File: config.mk
export PLATFORM = sky130hd
export DESIGN_NAME = ppu_sched
export DESIGN_NICKNAME = d
export VERILOG_FILES = /design/src/rtl/ppu_sched.sv
export SDC_FILE = /design/constraint.sdc
export NUM_CORES = 1
export LEC_CHECK = 0
export CORE_MARGIN = 2
export CORE_UTILIZATION = 32
export CTS_BUF_LIST = sky130_fd_sc_hd__clkbuf_4
export DETAILED_ROUTE_END_ITERATION = 8
export GPL_ROUTABILITY_DRIVEN = 0
export PLACE_DENSITY_LB_ADDON = 0.2
export SETUP_SLACK_MARGIN = 0.1
export SYNTH_ARGS = -nofsm -noshare
export SYNTH_HDL_FRONTEND = slang
export SYNTH_SLANG_ARGS = --single-unit
File: constraint.sdc
create_clock -name clk -period 3.1 [get_ports clk]
set_input_delay 0.62 -clock clk [delete_from_list [all_inputs] [get_ports clk]]
set_output_delay 0.62 -clock clk [all_outputs]
set_load 0.02 [all_outputs]
File: src/rtl/ppu_sched.sv
// ppu_sched: front-end controller for the PPU.
//
// Purpose
//   Round-robin arbitration of two byte producers (host, seed/noise) onto the
//   single PPU byte port. A frame timer tracks the PPU raster, drives the
//   one-cycle sync pulse, and mode changes are deferred to the frame boundary
//   so a pattern switch never tears mid-frame.
//
// Ports
//   clk        system/pixel clock
//   rst        asynchronous active-low reset
//   s0_data/s0_stb/s0_ack   source 0 (host) byte handshake
//   s1_data/s1_stb/s1_ack   source 1 (seed/noise) byte handshake
//   ppu_data/ppu_stb        byte + one-cycle strobe towards the PPU
//   ppu_ack                 PPU accept
//   mode_wr/mode_req        load requested mode into the pending register
//   mode_o                  mode presented to the PPU, changes only at frame wrap
//   sync_o                  one-cycle pulse on the last pixel of the frame
//   frame_cnt               completed frames, natural 8-bit wrap
//   err_o/err_clr           sticky ack-timeout flag and its clear
//   state_dbg               current arbiter state (IDLE=0, ISSUE=1, WAIT=2)
//
// Handshake semantics
//   Sources raise sX_stb with sX_data stable and hold both until sX_ack, a
//   single-cycle pulse sent the cycle after the PPU accepted the byte. Towards
//   the PPU, ppu_stb is high for exactly one cycle with ppu_data valid and
//   ppu_data stays latched until the next grant; ppu_ack is only honoured in
//   WAIT. If the PPU does not ack within TIMEOUT cycles the byte is dropped
//   without an ack, err_o is set, and the still-requesting source competes
//   again under normal fairness.

module ppu_sched #(
   parameter int H_TOTAL = 800,
   parameter int V_TOTAL = 525,
   parameter int TIMEOUT = 15,
   parameter int TO_BITS = 4
) (
   input  logic       clk,
   input  logic       rst,
   input  logic [7:0] s0_data,
   input  logic       s0_stb,
   output logic       s0_ack,
   input  logic [7:0] s1_data,
   input  logic       s1_stb,
   output logic       s1_ack,
   output logic [7:0] ppu_data,
   output logic       ppu_stb,
   input  logic       ppu_ack,
   input  logic       mode_wr,
   input  logic [2:0] mode_req,
   output logic [2:0] mode_o,
   output logic       sync_o,
   output logic [7:0] frame_cnt,
   output logic       err_o,
   input  logic       err_clr,
   output logic [1:0] state_dbg
);

   localparam logic [9:0]         H_LAST  = 10'(H_TOTAL - 1);
   localparam logic [9:0]         V_LAST  = 10'(V_TOTAL - 1);
   localparam logic [TO_BITS-1:0] TO_LAST = TO_BITS'(TIMEOUT - 1);

   typedef enum logic [1:0] {
      IDLE  = 2'd0,
      ISSUE = 2'd1,
      WAIT  = 2'd2
   } state_t;

   state_t             state;
   logic [9:0]         hcnt;
   logic [9:0]         vcnt;
   logic [9:0]         h_nxt;
   logic [9:0]         v_nxt;
   logic               frame_end;
   logic [2:0]         mode_pend;
   logic               last_grant;
   logic [TO_BITS-1:0] tcnt;
   logic               grant_valid;
   logic               grant_src;
   logic               timeout_hit;

   assign state_dbg = state;

   // ------------------------------------------------------------------
   // Frame timer
   // ------------------------------------------------------------------
   assign frame_end = (hcnt == H_LAST) && (vcnt == V_LAST);

   always_comb begin
      h_nxt = hcnt + 10'd1;
      v_nxt = vcnt;
      if (hcnt == H_LAST) begin
         h_nxt = '0;
         if (vcnt == V_LAST) v_nxt = '0;
         else                v_nxt = vcnt + 10'd1;
      end
   end

   // sync_o is computed from the next counter values so it is high during
   // exactly the cycle in which the counters sit on the last pixel.
   // mode_o samples the pending register with its old value, so a mode_wr
   // landing on the wrap cycle is only applied at the following wrap.
   always_ff @(posedge clk or negedge rst) begin
      if (!rst) begin
         hcnt      <= '0;
         vcnt      <= '0;
         sync_o    <= 1'b0;
         mode_pend <= '0;
         mode_o    <= '0;
         frame_cnt <= '0;
      end else begin
         hcnt   <= h_nxt;
         vcnt   <= v_nxt;
         sync_o <= (h_nxt == H_LAST) && (v_nxt == V_LAST);
         if (mode_wr) mode_pend <= mode_req;
         if (frame_end) begin
            mode_o    <= mode_pend;
            frame_cnt <= frame_cnt + 8'd1;
         end
      end
   end

   // ------------------------------------------------------------------
   // Arbiter
   // ------------------------------------------------------------------
   // No grant during the ack cycle: the acked source still shows its old
   // request that cycle and would otherwise be granted a stale byte.
   assign grant_valid = (s0_stb || s1_stb) && !(s0_ack || s1_ack);
   // Both requesting: the one not served last. Otherwise whoever asks.
   assign grant_src   = (s0_stb && s1_stb) ? ~last_grant : s1_stb;
   assign timeout_hit = (state == WAIT) && !ppu_ack && (tcnt == TO_LAST);

   always_ff @(posedge clk or negedge rst) begin
      if (!rst) begin
         state      <= IDLE;
         ppu_data   <= '0;
         ppu_stb    <= 1'b0;
         s0_ack     <= 1'b0;
         s1_ack     <= 1'b0;
         last_grant <= 1'b1;
         tcnt       <= '0;
      end else begin
         s0_ack <= 1'b0;
         s1_ack <= 1'b0;
         case (state)
            IDLE: begin
               if (grant_valid) begin
                  ppu_data   <= grant_src ? s1_data : s0_data;
                  last_grant <= grant_src;
                  ppu_stb    <= 1'b1;
                  state      <= ISSUE;
               end
            end
            ISSUE: begin
               ppu_stb <= 1'b0;
               tcnt    <= '0;
               state   <= WAIT;
            end
            WAIT: begin
               if (ppu_ack) begin
                  // Ack goes to the granted source even if it dropped stb.
                  if (last_grant) s1_ack <= 1'b1;
                  else            s0_ack <= 1'b1;
                  state <= IDLE;
               end else begin
                  tcnt <= tcnt + 1'b1;
                  if (tcnt == TO_LAST) state <= IDLE;
               end
            end
            default: begin
               ppu_stb <= 1'b0;
               state   <= IDLE;
            end
         endcase
      end
   end

   // Sticky error; a timeout on the same cycle as err_clr keeps it set.
   always_ff @(posedge clk or negedge rst) begin
      if (!rst)             err_o <= 1'b0;
      else if (timeout_hit) err_o <= 1'b1;
      else if (err_clr)     err_o <= 1'b0;
   end

endmodule

**Yosys cells after proc, flatten, opt, wreduce, memory -nomap -nowiden**

Index checks and enable logic that the tools add are counted.

- $add $sub $neg: 4
- Equality and inequality tests: 10
- Muxes and demuxes: 21
- Bitwise operators: 2
- Reduce and logical (&&, ||, !) cells: 17

Operator list:

| cell | number |
|---|---|
| equality test 10 bit (second input constant) | 4 |
| 2-to-1 mux 10 bit | 3 |
| adder 10 x 1 -> 10 bit (second input constant) | 2 |
| 2-to-1 mux 1 bit | 10 |
| adder 8 x 1 -> 8 bit (second input constant) | 1 |
| 2-to-1 mux 8 bit | 1 |
| one-hot mux 4 bit (2 select lines) | 1 |
| AND reduction 2 bit | 4 |
| logical AND 1 bit | 6 |
| 2-to-1 mux 2 bit | 3 |
| one-hot mux 2 bit (3 select lines) | 1 |
| adder 4 x 1 -> 4 bit (second input constant) | 1 |
| equality test 4 bit (second input constant) | 1 |
| 2-to-1 mux 4 bit | 1 |
| inequality test 2 bit (second input constant) | 2 |
| nonzero test 2 bit | 2 |
| inequality test 3 x 2 -> 1 bit (second input constant) | 1 |
| equality test 2 x 1 -> 1 bit (second input constant) | 1 |
| equality test 2 bit (second input constant) | 1 |
| logical NOT 1 bit | 2 |
| logical NOT 2 bit | 1 |
| logical OR 1 bit | 2 |
| NOT 1 bit | 2 |
| one-hot mux 1 bit (2 select lines) | 1 |

- Flip-flop bits (word level): 54
- Input bits: 26

**Logic depth before layout (Yosys ltp)**

- Depth in word-level cells: 5
- Depth in mapped cells: 8
- Depth with buffers taken out: 8

**Least setup slack after synthesis**

OpenSTA, ideal clock, no wires.

- Path type: reg-to-reg
- Start point: reg hcnt[0]
- End point: reg sync_o
- Library setup time: 111 ps
- Data arrival time: 2114 ps
- Path slack: 875 ps
- Stages on the path, launching flop included: 7
- Period minus slack after synthesis: 2225 ps
- Cells stage by stage: dfrtp_1 -> ha_1 -> nand4_4 -> nor4_4 -> nand3_2 -> or4_1 -> a2111oi_2

- Word-level cells in the longest chain between the ends: 4

RTL lines:

| element | RTL line | text |
|---|---|---|
| from (decl) | 70 | `logic [9:0] hcnt;` |
| from (signal assigned) | 112 | `hcnt <= h_nxt;` |
| adder 10 x 1 -> 10 bit or equality test 10 bit (tied branches) | 90, 92 |  |
| 2-to-1 mux 10 bit | 92 | `if (hcnt == H_LAST) begin` |
| equality test 10 bit | 114 | `sync_o <= (h_nxt == H_LAST) && (v_nxt == V_LAST);` |
| logical AND 1 bit (*) | 114 |  |
| to (signal assigned) | 114 |  |
| to (decl) | 52 | `output logic sync_o,` |

Mark *: on every way between the ends. The rest lies on a longest branch, timed or not.
A chain may end at the register's enable or synchronous reset.

**Worst setup path in the final report**

Ends and elaborated chain as after synthesis.

==> out/qor.csv <==
stage;metric;value;unit
run;max_cap_viol_count;0;
logic_synthesis;synthDistinctLibCells;52;
floorplan;die_w;95.60;microns
clock_tree;cts-htree-levels;2;
clock_tree;path_clk_slew;0.16;ns
logic_synthesis;syn_inst;252;
clock_tree;clk_path_buf_depth;2;
floorplan;io_pins;52;
clock_tree;cts_hold_buf;0;
layout;final_cell_mix;dfrtp_1 (53), clkdlybuf4s50_1 (50), nor2_1 (26);
floorplan;die_h;95.60;microns
clock_tree;cts_tree;yes;
sta;setup_viol;0;
logic_synthesis;yosysSeqAreaShare;50.37;%
global_route;grt_usage;12.12;%
floorplan;fp.dieArea;9139;sq um
clock_tree;cts_post_setup_buffers_inserted;0;
clock_tree;clock_sinks;54;
clock_tree;clock-root-buffer;clkbuf_4;
sta;final.setup.tns;0;ns
logic_synthesis;synth_compound_area_share;9.925;%
global_route;grt_pass1_vias;1927;
sta;holdWs;0.3389;ns
placed_design;post-dp-hpwl;3.872;mm
sta;fin_crit;2.419;ns
global_route;gr-total-overflow;0;
pwr;p_leak;1.471;nW
layout;nets;337;
routing;drt_wl_total;5.362;mm
worst_hold_path;min_path_type;input pin to async pin;
outcome;status;completed;
logic_synthesis;netlist_area;2685;sq um
routing;firstDrtPassIters;4;
layout;final.fill_count;825;
layout;antenna_cells;0;
layout;final_cells;410;
routing;wl_per_cell;13.08;microns
pwr;p_sw;0.0005722;W
routing;postRouteAntennaNets;0;
sta;slew_viol_final;0;
logic_synthesis;yosys.area_share.simple;19.38;%
critical_path;cp-start-kind;flip-flop;
clock_tree;clock_latency;0.36;ns
global_route;grt_max_degree;55;
placed_design;io_buffers;51;
clock_tree;cts_buffers;5;
logic_synthesis;synth-edff-count;0;
sta;fmax;0.4134;GHz
global_route;grt_pass1_wl;8.873;mm
sta;worstMarginPinSlew;0.6908;ns
pwr;power;0.001711;W
pwr;ir_drop;0.1797;mV
logic_synthesis;synth_mux_area_share;7.502;%
logic_synthesis;synth.avg_cell_area;10.66;sq um
routing;viasPerCell;4.846;
pwr;power.density;508.3;nW/um^2
critical_path;crit_arrival;2.69;ns
sta;rsz0062_at_grt;false;
sta;skew;0.01563;ns
sta;timing.final.crit_share;78.03;%
sta;hold_viol_final;0;
floorplan;start_util;32.84;%
pwr;power_frac_clock;17.6;%
layout;final_common_cell;dfrtp_1;
critical_path;crit_type;flip-flop to flip-flop;
critical_path;crit_required;3.37;ns
logic_synthesis;synthFlopType;dfrtp_1;
placed_design;placedCellCount;402;
clock_tree;cts_resized;0;
critical_path;end_kind;flip-flop;
floorplan;std_cell_rows;33;
layout;syn_to_final_growth;25.35;%
critical_path;path_max_fanout;7;
logic_synthesis;synth_seq_cells;54;
logic_synthesis;synth_area_leaders;dfrtp_1 (49%), xnor2_1 (3.9%), mux2_2 (3.8%);
routing;vias;1987;
routing;drc;0;
global_route;antenna_found_initial;0;
logic_synthesis;synthXorXnorAreaFrac;6.524;%
logic_synthesis;synth_nets;285;
logic_synthesis;synth_warnings;0;
floorplan;core;8175;sq um
pwr;switching_share;33.45;%
pwr;p_int;0.001138;W
pwr;power_frac_seq;52.1;%
pwr;pwr-share-comb;30.3;%
sta;worst_slew_margin_rel;53.94;%
logic_synthesis;synthAdderAreaFrac;3.262;%
layout;drive_gt1_share;10.16;%
routing;drtIter0Drc;66;
logic_synthesis;yosys.area.top_type;dfrtp_1;
logic_synthesis;synth_top_family_by_area;simple AND/OR/NAND/NOR gates;
logic_synthesis;ys_async_sr_fraction;100.0;%
logic_synthesis;yosys.area.top_type_share;49.39;%
-- routing by layer --
layer	track usage (%)	part of all wire (%)	vias to the layer above
met2	19.46	44	48
li1	-	-	994
met5	0	0	-
met1	16.07	49	943
met3	3.004	6.2	2
met4	3.810	0.65	0
-- synthesized netlist by cell type, drive strengths merged (2+ instances only) --
cell    count
dfrtp      53
nand4       5
nor3        4
mux2        9
or4         4
nand2      17
and3        4
and4        2
nand3b      2
buf         3
a21o        2
a21oi      14
clkbuf      7
mux2i      10
o21ai       9
o211ai      2
o311ai      2
o22ai       2
nand3      12
inv        10
ha          7
nor4        6
xor2        8
nor2       26
xnor2      12
-- stage by stage --
| step | cell area [sq um] | util, % | worst slack, ns |
|---|---|---|---|
| global placement | 3312 | 40.51 | 0.7351 |
| detailed placement | 3312 | 40.51 | 0.6990 |
| global route | 3366 | 41.17 | 0.5533 |
| CTS | 3366 | 41.17 | 0.6772 |
| finish | 3366 | 41.17 | 0.6809 |
| floorplan | 2685 | - | 0.8749 |
-- flip-flops by register name, summed over array words and instances (netlist names), 2 cells and up --
register and count:
frame_cnt 8, hcnt 10, mode_o 3, mode_pend 3
ppu_data 8, state_dbg 2, tcnt 4, vcnt 10
-- logic make-up (layout without fill, tap and decap cells) --
| family | after synthesis | count (layout) |
|---|---|---|
| and+or+nand+nor | 90 | 90 |
| DFF | 54 | 54 |
| AOI/OAI and AO/OA | 41 | 41 |
| buffers and inverters | 21 | 74 |
| xor gates and xnor gates | 20 | 20 |
| muxes | 19 | 19 |
| adders and majority gates | 7 | 7 |
-- cell type report --
type	instances	area (sq um)	share of cell area, %
Sequential cell	54	1353	40.19
Multi-Input combinational cell	177	1251	37.17
Timing Repair Buffer	55	535.5	15.91
Tap cell	105	131.4	3.903
Inverter	11	41.29	1.227
Clock buffer	5	37.54	1.115
Clock inverter	3	16.27	0.4833
-- final timing paths --
check	from	end	slack, ns	depth (start not counted)
worst max-delay path	hcnt[0]$_DFF_PN0_	sync_o$_DFF_PN0_	0.68	6
worst min-delay path	rst	err_o$_DFFE_PN0P_	0.34	2
worst max register to register	hcnt[0]$_DFF_PN0_	sync_o$_DFF_PN0_	0.68	6
worst min register to register	frame_cnt[7]$_DFFE_PN0P_	frame_cnt[7]$_DFFE_PN0P_	0.48	1
max in group asynchronous	rst	vcnt[7]$_DFF_PN0_	2.27	2
min in group clk	frame_cnt[7]$_DFFE_PN0P_	frame_cnt[7]$_DFFE_PN0P_	0.48	1
-- critical path: stages, from the launching register on --
cell	delay, ns
dfrtp_1	0.44
ha_1	0.31
nand4_4	0.20
nor4_4	0.42
nand3_2	0.18
or4_1	0.44
a2111oi_2	0.35
-- power groups by stage --
stage	registers [W]	logic [W]	clock network, W
after CTS	0.000891	0.000528	0.000326
after global routing	0.000907	0.000578	0.000353
final	0.000891	0.000519	0.000301
after detailed placement	0.000907	0.000527	0
after global placement	0.000904	0.000522	0
after floorplan	0.000966	0.000224	0
No activity file was read; power rests on OpenSTA's default activity.
